**src/rtl/shift_arbiter_if.sv**
```systemverilog
// shift_arbiter_if: request/response bundle for shift_arbiter.
// master = requesters + consumer, slave = arbiter.
interface shift_arbiter_if #(
  parameter int WIDTH = 4
);
  logic             req0_valid;
  logic             req0_ready;
  logic [WIDTH-1:0] req0_a;
  logic [WIDTH-1:0] req0_b;
  logic             req0_dir;
  logic             req1_valid;
  logic             req1_ready;
  logic [WIDTH-1:0] req1_a;
  logic [WIDTH-1:0] req1_b;
  logic             req1_dir;
  logic             resp_valid;
  logic             resp_ready;
  logic [WIDTH-1:0] resp_result;
  logic             resp_id;
  logic             busy;

  modport master (
    output req0_valid, req0_a, req0_b, req0_dir,
    output req1_valid, req1_a, req1_b, req1_dir,
    output resp_ready,
    input  req0_ready, req1_ready,
    input  resp_valid, resp_result, resp_id, busy
  );

  modport slave (
    input  req0_valid, req0_a, req0_b, req0_dir,
    input  req1_valid, req1_a, req1_b, req1_dir,
    input  resp_ready,
    output req0_ready, req1_ready,
    output resp_valid, resp_result, resp_id, busy
  );
endinterface

```
**src/rtl/shift_arbiter.sv**
```systemverilog
// shift_arbiter: round-robin share of one logical shifter by two requesters.
// Ports: clk, rst_n (async low), bus (shift_arbiter_if.slave).
module shift_arbiter #(
  parameter int WIDTH = 4
) (
  input logic            clk,
  input logic            rst_n,
  shift_arbiter_if.slave bus
);
  typedef enum logic [1:0] {
    IDLE,
    EXEC,
    RESP
  } state_t;

  localparam int WB = WIDTH + 1;
  localparam logic [WB-1:0] W_LIM = WB'(WIDTH);

  state_t           state;
  logic             last_grant;
  logic [WIDTH-1:0] op_a;
  logic [WIDTH-1:0] op_b;
  logic             op_dir;
  logic             op_id;
  logic [WIDTH-1:0] result_q;
  logic             resp_valid_q;
  logic             resp_id_q;
  logic             busy_q;

  logic             idle;
  logic             gnt0;
  logic             gnt1;
  logic             grant;
  logic [WIDTH-1:0] shift_val;

  // rst_n gates ready so nothing is offered while reset is held
  assign idle  = (state == IDLE) && rst_n;
  assign gnt0  = idle && bus.req0_valid &&
                 (!bus.req1_valid || last_grant);
  assign gnt1  = idle && bus.req1_valid &&
                 (!bus.req0_valid || !last_grant);
  assign grant = gnt0 || gnt1;

  assign bus.req0_ready  = gnt0;
  assign bus.req1_ready  = gnt1;
  assign bus.resp_valid  = resp_valid_q;
  assign bus.resp_result = result_q;
  assign bus.resp_id     = resp_id_q;
  assign bus.busy        = busy_q;

  always_comb begin
    shift_val = '0;
    if ({1'b0, op_b} < W_LIM) begin
      shift_val = op_dir ? (op_a >> op_b)
                         : (op_a << op_b);
    end
  end

  always_ff @(posedge clk or negedge rst_n) begin
    if (!rst_n) begin
      state        <= IDLE;
      last_grant   <= 1'b1;
      op_a         <= '0;
      op_b         <= '0;
      op_dir       <= 1'b0;
      op_id        <= 1'b0;
      result_q     <= '0;
      resp_valid_q <= 1'b0;
      resp_id_q    <= 1'b0;
      busy_q       <= 1'b0;
    end else begin
      unique case (state)
        IDLE: begin
          if (grant) begin
            op_a       <= gnt1 ? bus.req1_a : bus.req0_a;
            op_b       <= gnt1 ? bus.req1_b : bus.req0_b;
            op_dir     <= gnt1 ? bus.req1_dir : bus.req0_dir;
            op_id      <= gnt1;
            last_grant <= gnt1;
            busy_q     <= 1'b1;
            state      <= EXEC;
          end
        end
        EXEC: begin
          result_q     <= shift_val;
          resp_id_q    <= op_id;
          resp_valid_q <= 1'b1;
          state        <= RESP;
        end
        RESP: begin
          if (bus.resp_ready) begin
            resp_valid_q <= 1'b0;
            busy_q       <= 1'b0;
            state        <= IDLE;
          end
        end
        default: begin
          state <= IDLE;
        end
      endcase
    end
  end
endmodule

```
**src/flat_wrapper.sv**
```systemverilog
// flat-port wrapper written by rule: the top's interface ports become plain ports
module shift_arbiter_flat 
#(
  parameter int WIDTH = 4
)
  (clk, rst_n, bus_req0_valid, bus_req0_a, bus_req0_b, bus_req0_dir, bus_req1_valid, bus_req1_a, bus_req1_b, bus_req1_dir, bus_resp_ready, bus_req0_ready, bus_req1_ready, bus_resp_valid, bus_resp_result, bus_resp_id, bus_busy);
  shift_arbiter_if #(.WIDTH(WIDTH)) bus_i ();
  input logic clk;
  input logic rst_n;
  input wire logic [$bits(bus_i.req0_valid)-1:0] bus_req0_valid;
  input wire logic [$bits(bus_i.req0_a)-1:0] bus_req0_a;
  input wire logic [$bits(bus_i.req0_b)-1:0] bus_req0_b;
  input wire logic [$bits(bus_i.req0_dir)-1:0] bus_req0_dir;
  input wire logic [$bits(bus_i.req1_valid)-1:0] bus_req1_valid;
  input wire logic [$bits(bus_i.req1_a)-1:0] bus_req1_a;
  input wire logic [$bits(bus_i.req1_b)-1:0] bus_req1_b;
  input wire logic [$bits(bus_i.req1_dir)-1:0] bus_req1_dir;
  input wire logic [$bits(bus_i.resp_ready)-1:0] bus_resp_ready;
  output wire logic [$bits(bus_i.req0_ready)-1:0] bus_req0_ready;
  output wire logic [$bits(bus_i.req1_ready)-1:0] bus_req1_ready;
  output wire logic [$bits(bus_i.resp_valid)-1:0] bus_resp_valid;
  output wire logic [$bits(bus_i.resp_result)-1:0] bus_resp_result;
  output wire logic [$bits(bus_i.resp_id)-1:0] bus_resp_id;
  output wire logic [$bits(bus_i.busy)-1:0] bus_busy;
  assign bus_i.req0_valid = bus_req0_valid;
  assign bus_i.req0_a = bus_req0_a;
  assign bus_i.req0_b = bus_req0_b;
  assign bus_i.req0_dir = bus_req0_dir;
  assign bus_i.req1_valid = bus_req1_valid;
  assign bus_i.req1_a = bus_req1_a;
  assign bus_i.req1_b = bus_req1_b;
  assign bus_i.req1_dir = bus_req1_dir;
  assign bus_i.resp_ready = bus_resp_ready;
  assign bus_req0_ready = bus_i.req0_ready;
  assign bus_req1_ready = bus_i.req1_ready;
  assign bus_resp_valid = bus_i.resp_valid;
  assign bus_resp_result = bus_i.resp_result;
  assign bus_resp_id = bus_i.resp_id;
  assign bus_busy = bus_i.busy;
  shift_arbiter #(.WIDTH(WIDTH)) u_core (.clk(clk), .rst_n(rst_n), .bus(bus_i));
endmodule
```
**config.mk**
```make
export PLATFORM = sky130hd
export DESIGN_NAME = shift_arbiter_flat
export DESIGN_NICKNAME = d
export VERILOG_FILES = /design/src/rtl/shift_arbiter_if.sv /design/src/rtl/shift_arbiter.sv /design/src/flat_wrapper.sv
export SDC_FILE = /design/constraint.sdc
export NUM_CORES = 1
export LEC_CHECK = 0
export CAP_MARGIN = 25
export CORE_MARGIN = 10
export CORE_UTILIZATION = 46
export CTS_CLUSTER_SIZE = 40
export DETAILED_ROUTE_END_ITERATION = 8
export GPL_ROUTABILITY_DRIVEN = 1
export GPL_TIMING_DRIVEN = 1
export PLACE_DENSITY = 0.87
export SKIP_LAST_GASP = 1
export SYNTH_ARGS = -nofsm -noshare
export SYNTH_HDL_FRONTEND = slang
export SYNTH_SLANG_ARGS = --single-unit
```
**constraint.sdc**
```tcl
create_clock -name clk -period 1.8 [get_ports clk]
set_clock_uncertainty 0.15 [all_clocks]
set_input_delay 0.36 -clock clk [delete_from_list [all_inputs] [get_ports clk]]
set_output_delay 0.36 -clock clk [all_outputs]
set_load 0.03 [all_outputs]
```
# After elaboration in Yosys (flattened, before gate mapping)
# Index checks and enable logic that the tools add are counted.
# classes
order_cmp	1
n_eq_ne	4
shifts	2
mux	12
n_reduce_logical	18
# ops
operator	n
$mux 4	4
$pmux 2 s3	1
$reduce_and 2->1	3
$logic_and 1x1->1	5
$lt 4x3->1 const B	1
$mux 2	2
$pmux 1 s2	2
$reduce_bool 2->1	2
$shl 4x4->4	1
$shr 4x4->4	1
$logic_not 1->1	3
$logic_or 1x1->1	3
$mux 1	3
$reduce_and 3->1	1
$eq 2x1->1 const B	1
$eq 2x2->1 const B	1
$logic_not 2->1	1
$ne 2x1->1 const B	1
$ne 2x2->1 const B	1
# word_totals
register_bits	20
in_bits	23

# Depth between registers and ports, before layout
# depth
depth_word	7
mapped_depth	5

# Worst setup path after synthesis
# Ideal clock, no wire load.
# synth_timing
kind	flip-flop to output port
startpoint	register u_core.state[1]
endpoint	output port bus_req1_ready
arrival_ns	1.408
required_time_ns	1.290
setup_slack_ns	-0.118
stages_incl_launch_ff	4
path_buffers	1
cell_sequence	dfrtp_1 > or3b_1 > buf_2 > nor2_1
# synth_between
elab_chain_len	4
# synth_lines
item	line_no	source
start: declaration	shift_arbiter.sv:19	state_t state;
start signal: assignment	shift_arbiter.sv:61	state <= IDLE;
start signal: assignment	shift_arbiter.sv:81	state <= EXEC;
start signal: assignment	shift_arbiter.sv:88	state <= RESP;
$logic_not 2->1	shift_arbiter.sv:37	assign idle = (state == IDLE) && rst_n;
$logic_and 1x1->1	shift_arbiter.sv:37	
$logic_and 1x1->1 (2 in a row)	shift_arbiter.sv:40	assign gnt1 = idle && bus.req1_valid &&
end: declaration	flat_wrapper.sv:20	output wire logic [$bits(bus_i.req1_ready)-1:0] bus_req1_ready;
# Every way passes these cells.

# Final worst setup path
# Same ends and word-level chain as after synthesis.

==> flow_metrics.env <==
export IMPL_cts_tree="built"
export IMPL_die_y_um=69.01
export IMPL_detailed_place_hpwl_um=2450
export IMPL_core_area_um2=2255
export IMPL_start_util=0.4900
export IMPL_violations="negative setup slack"
export IMPL_clk_pin_slew_ns=0.13
export IMPL_routed_via_density=5.862
export IMPL_critPathKind="flip-flop to primary output"
export IMPL_start_kind="flip-flop"
export IMPL_fin_area_um2=1624
export IMPL_syn_inst=114
export IMPL_area_growth_syn_to_layout_pct=47.00
export IMPL_drv_slew=0
export IMPL_dr_pass1_iters=4
export IMPL_cp_required_ns=1.29
export IMPL_hold_viol=0
export IMPL_status="finished with violations"
export IMPL_dieArea_um2=4762
export IMPL_max_stage_delay_ns=0.45
export IMPL_antenna_found_initial=0
export IMPL_drive_gt1_frac=0.2422
export IMPL_min_period_ns=1.956
export IMPL_maxCapViolations=0
export IMPL_finalWeightedCongestion=0.7980
export IMPL_antennaDiodeCount=0
export IMPL_grt_max_degree=20
export IMPL_ys_flop_type="dfrtp_1"
export IMPL_end_kind="primary output"
export IMPL_fin_nets=185
export IMPL_numCtsBuffers=3
export IMPL_grt_pass1_vias=1154
export IMPL_setup_violations=2
export IMPL_yosysUniqueCellTypes=33
export IMPL_grt_usage=0.1383
export IMPL_post_route_drc_count=0
export IMPL_fmax_mhz=511.1
export IMPL_r2r_start="u_core.state[1]"
export IMPL_yosysSeqAreaShare=0.4541
export IMPL_placed_cell_area_um2=1526
export IMPL_synthArstFlopShare=1.000
export IMPL_io_buffers=31
export IMPL_post_route_period_util=1.087
export IMPL_cts_max_path_buffers=2
export IMPL_h_tree_depth=1
export IMPL_synth_warning_count=0
export IMPL_synth_seq_cells=20
export IMPL_tightest_slew_ns=0.3160
export IMPL_crit_buf_inv=1
export IMPL_synth_edf_count=0
export IMPL_cts_sinks=20
export IMPL_ios=32
export IMPL_synth_area_per_cell_um2=9.691
export IMPL_p_per_area_nw_per_um2=1342
export IMPL_crit_path_top_delay_cell="dfrtp_1"
export IMPL_insertion_delay_ns=0.31
export IMPL_synth_nets=137
export IMPL_worstPathCellList="or3b_4 > nor2_4 > buf_6"
export IMPL_antenna_left=0
export IMPL_row_count=17
export IMPL_critPathTopFamily="simple AND/OR/NAND/NOR gates"
export IMPL_finalSetupTns_ns=-0.2804
export IMPL_cp_max_fo=3
export IMPL_relSlewSlack=0.7902
export IMPL_root_buffer="clkbuf_4"
export IMPL_total_leakage_power_nw=0.6986
export IMPL_fill_cells=192
export IMPL_final_setup_worst_slack_ns=-0.1564
export IMPL_r2r_cells=6
export IMPL_syn_area_um2=1105
export IMPL_reg2reg_slack_ns=0.07
export IMPL_grt_pass1_wl_um=5713
export IMPL_wl_per_cell_um=17.36
export IMPL_ir_worst_vdd_uv=979.8
export IMPL_utilization=0.7203
export IMPL_critPathArrivalTime_ns=1.45
export IMPL_rsz0062_at_grt="true"
export IMPL_r2r_end="u_core.op_b[2]"
export IMPL_drt_iter0_drc=102
export IMPL_fp_dieW_um=69.01
export IMPL_grt_overflow_total=0
export IMPL_hold_class="input pin to asynchronous set/reset pin"
export IMPL_num_vias=1108
export IMPL_finalWirelength_um=3281
metal layers:
layer | GRT usage | vias up | wire length [um]
met2 | 0.2258 | 43 | 1660
met1 | 0.1571 | 535 | 1313
li1 | - | 524 | -
met5 | 0 | - | 0
met4 | 0.06874 | 0 | 50
met3 | 0.04422 | 6 | 257
layout by cell type, fill, tap and decap left out, drive strengths merged, types with 2 or more instances in the layout:
cell type | Yosys | layout
clkdlybuf4s50 | 0 | 21
clkbuf | 0 | 3
nand2b | 4 | 4
dlygate4sd2 | 0 | 8
a32oi | 2 | 2
nand2 | 4 | 4
a31oi | 9 | 9
a21oi | 10 | 10
inv | 3 | 3
a21boi | 2 | 2
mux2 | 6 | 6
nor2 | 4 | 4
nor3b | 2 | 2
a22oi | 2 | 2
dfrtp | 19 | 19
buf | 7 | 20
a21o | 3 | 3
nand3 | 10 | 10
o21ai | 14 | 14
or2 | 2 | 2
Yosys cell counts (2+ instances only):
cell type,n,area share
nand3_1,10,0.045
dfrtp_1,19,0.43
inv_1,3,0.010
buf_4,2,0.014
nand2_1,4,0.014
a21o_1,3,0.020
nor2_1,4,0.014
a22oi_1,2,0.014
o21ai_0,14,0.063
a31oi_1,9,0.051
buf_2,4,0.018
a21oi_1,10,0.045
nor3b_1,2,0.014
a32oi_1,2,0.016
nand2b_1,4,0.023
mux2_2,5,0.051
final cells by class:
cell class                 instances  area [um2]  area share
clock buffer                       3       22.52     0.01387
clock inverter                     1       30.03     0.01849
inverter                           3       11.26    0.006934
multi-input combinational         84       571.8      0.3521
sequential                        20       501.7      0.3089
tap                               28       35.03     0.02157
timing repair buffer              50       451.7      0.2781
worst max-delay path by stage:
stage                    startpoint        endpoint  slack (ns)  cells past startpoint
floorplan           u_core.state[1]  bus_req1_ready        0.03                      3
global placement              rst_n  bus_req1_ready       -0.31                      4
detailed placement            rst_n  bus_req1_ready       -0.31                      4
CTS                 u_core.state[1]  bus_req1_ready       -0.11                      3
global route        u_core.state[0]  bus_req0_ready       -0.21                      5
finish              u_core.state[1]  bus_req1_ready       -0.16                      3
what timing repair did:
item | 4_1_cts | 5_1_grt
gates resized for setup | 16 | 0
pin swaps | 4 | 1
endpoints found under the setup margin | 9 | 12
setup buffers | 3 | 0
endpoints found under the hold margin | 2 | 0
hold buffers | 1 | 0
power breakdown:
| group | internal (mW) | switching [mW] | leakage [nW] |
|---|---|---|---|
| clock network | 0.225 | 0.150 | 0.0279 |
| logic | 0.485 | 0.481 | 0.435 |
| registers | 0.635 | 0.204 | 0.235 |
state kept, by name (all words and copies together) (netlist names):
name	cells
u_core.last_grant	1
u_core.op_b	4
u_core.bus.busy	1
u_core.bus.resp_id	1
u_core.state	2
u_core.op_id	1
u_core.op_dir	1
u_core.op_a	4
u_core.bus.resp_valid	1
u_core.bus.resp_result	4
stage by stage:
stage / hold WS [ns] / total power, mW / instances / worst slack [ns]
floorplan: -0.08559 / 1.433 / 114 / 0.03492
global placement: 0.3109 / 1.764 / 182 / -0.3061
detailed placement: 0.3157 / 1.810 / 182 / -0.3142
CTS: 0.06807 / 2.188 / 190 / -0.1114
global route: 0.1363 / 2.334 / 189 / -0.2119
finish: 0.1135 / 2.180 / 189 / -0.1564
logic make-up (layout without fill, tap and decap cells):
group	Yosys count	count (layout)	synth area share
AOI/OAI and AO/OA	47	47	0.2650
muxes	7	7	0.07361
and+or+nand+nor	30	30	0.1551
DFF	20	20	0.4541
buffers and inverters	10	57	0.05209
Power figures use the tool's default switching activity.
==> variant (same settings) <==
`WIDTH` is set to 4 in 3 places; all go to 3.
--- a/src/rtl/shift_arbiter_if.sv
+++ b/src/rtl/shift_arbiter_if.sv
@@ -3,3 +3,3 @@
 interface shift_arbiter_if #(
-  parameter int WIDTH = 4
+  parameter int WIDTH = 3
 );
--- a/src/rtl/shift_arbiter.sv
+++ b/src/rtl/shift_arbiter.sv
@@ -3,3 +3,3 @@
 module shift_arbiter #(
-  parameter int WIDTH = 4
+  parameter int WIDTH = 3
 ) (
--- a/src/flat_wrapper.sv
+++ b/src/flat_wrapper.sv
@@ -3,3 +3,3 @@
 #(
-  parameter int WIDTH = 4
+  parameter int WIDTH = 3
 )
Ports: changed (5 resized); port bits go from 32 to 27. No check against the original RTL was run, so the function may have changed too.
==> variant against the original RTL <==
The run still ends with negative setup slack left; total power decreased by 22%; routed wire length is 28% lower; final area shrank 19%; sequential cell count fell by 3; largest power group unchanged; core utilization fell by 3.6 points; critical path depth did not move; synthesized area decreased by 17%; setup slack better by 89 ps.
==> variant: results (changes against the original RTL) <==
run status finished, violations left; violations in the final reports negative setup slack; crit path max-delay cell type sky130_fd_sc_hd__or3b_4; overall fraction of global-route tracks in use 11.7% (-2.1 points); count of unique library cells instantiated by Yosys 34 (+3.0%); Slew headroom 78.9% (about the same); data arrival time of the critical path 1360 ps (-90 ps); net count after synthesis 109 (-20%); final worst-path setup slack -67.5 ps (+88.9 ps); count of buffers not belonging to the clock network in the layout 42 (-16%); number of fill cells in the layout 157 (-18%); post-placement cell area 1250 um2 (-18%); CP peak stage delay 420 ps (-30 ps); cell leakage power 0.576 nW (-18%); 1st-iter DRT viols 20 (-80%); fraction of layout cells with a size suffix above 1 24.6% (+0.39 points); half-perimeter wire length after detailed placement 1.82 mm (-26%); sequential portion of the cell area 32.4% (+1.6 points); #MultiIn Comb 64 (-24%); largest net degree at the start of global routing 16 (-20%); average footprint of a synthesized cell 10.2 um2 (+5.1%); Register-to-Register Setup Slack 150 ps (+80 ps); multi-input gate share of the layout cell area 32.9% (-2.3 points); weighted congestion reported at the end of routability-driven placement 0.846 (+6.0%); number of endpoints failing setup at the final stage 2 (unchanged); wire length of the first global-routing pass 3.99 mm (-30%); TritonCTS sink count 17 (-15%); nets@finish 150 (-19%); number of I/O port buffers 26 (-16%); worst setup slack before clock tree synthesis -332 ps (-17.8 ps); post-detailed-route wirelength per cell 15.1 um (-13%); Reg clk slew, reported paths 100 ps (-30 ps); Worst Hold Slack 25.5 ps (-88.0 ps); via density per instance 5.22 (-11%); vias in the first global route 846 (-27%); compound-gate portion of the synthesized area 24.7% (-1.8 points)
==> variant: stage by stage <==
stage | instances | setup TNS (ps)
after floorplan | 90 | 0
after global placement | 150 | -2780
after detailed placement | 150 | -3080
after CTS | 157 | -116
after global routing | 157 | -224
final | 157 | -124
==> variant: what timing repair did <==
item	CTS	global route
pin swaps	3	0
setup buffers	3	0
endpoints found under the setup margin	8	2
resized for setup	15	1
==> variant: metal layers <==
layer	global-route usage, %	up-vias	routed length [um]
met4	2.41	0	8
met3	5.67	2	162
met5	0	-	0
li1	-	413	-
met1	12.3	384	935
met2	20.8	20	1260
==> variant: power by group <==
group          total, W  switching (W)  internal, W
Combinational  0.000773       0.000401     0.000372
Clock          0.000213       0.000130    0.0000829
Sequential     0.000708       0.000155     0.000553
Total           0.00169       0.000685      0.00101
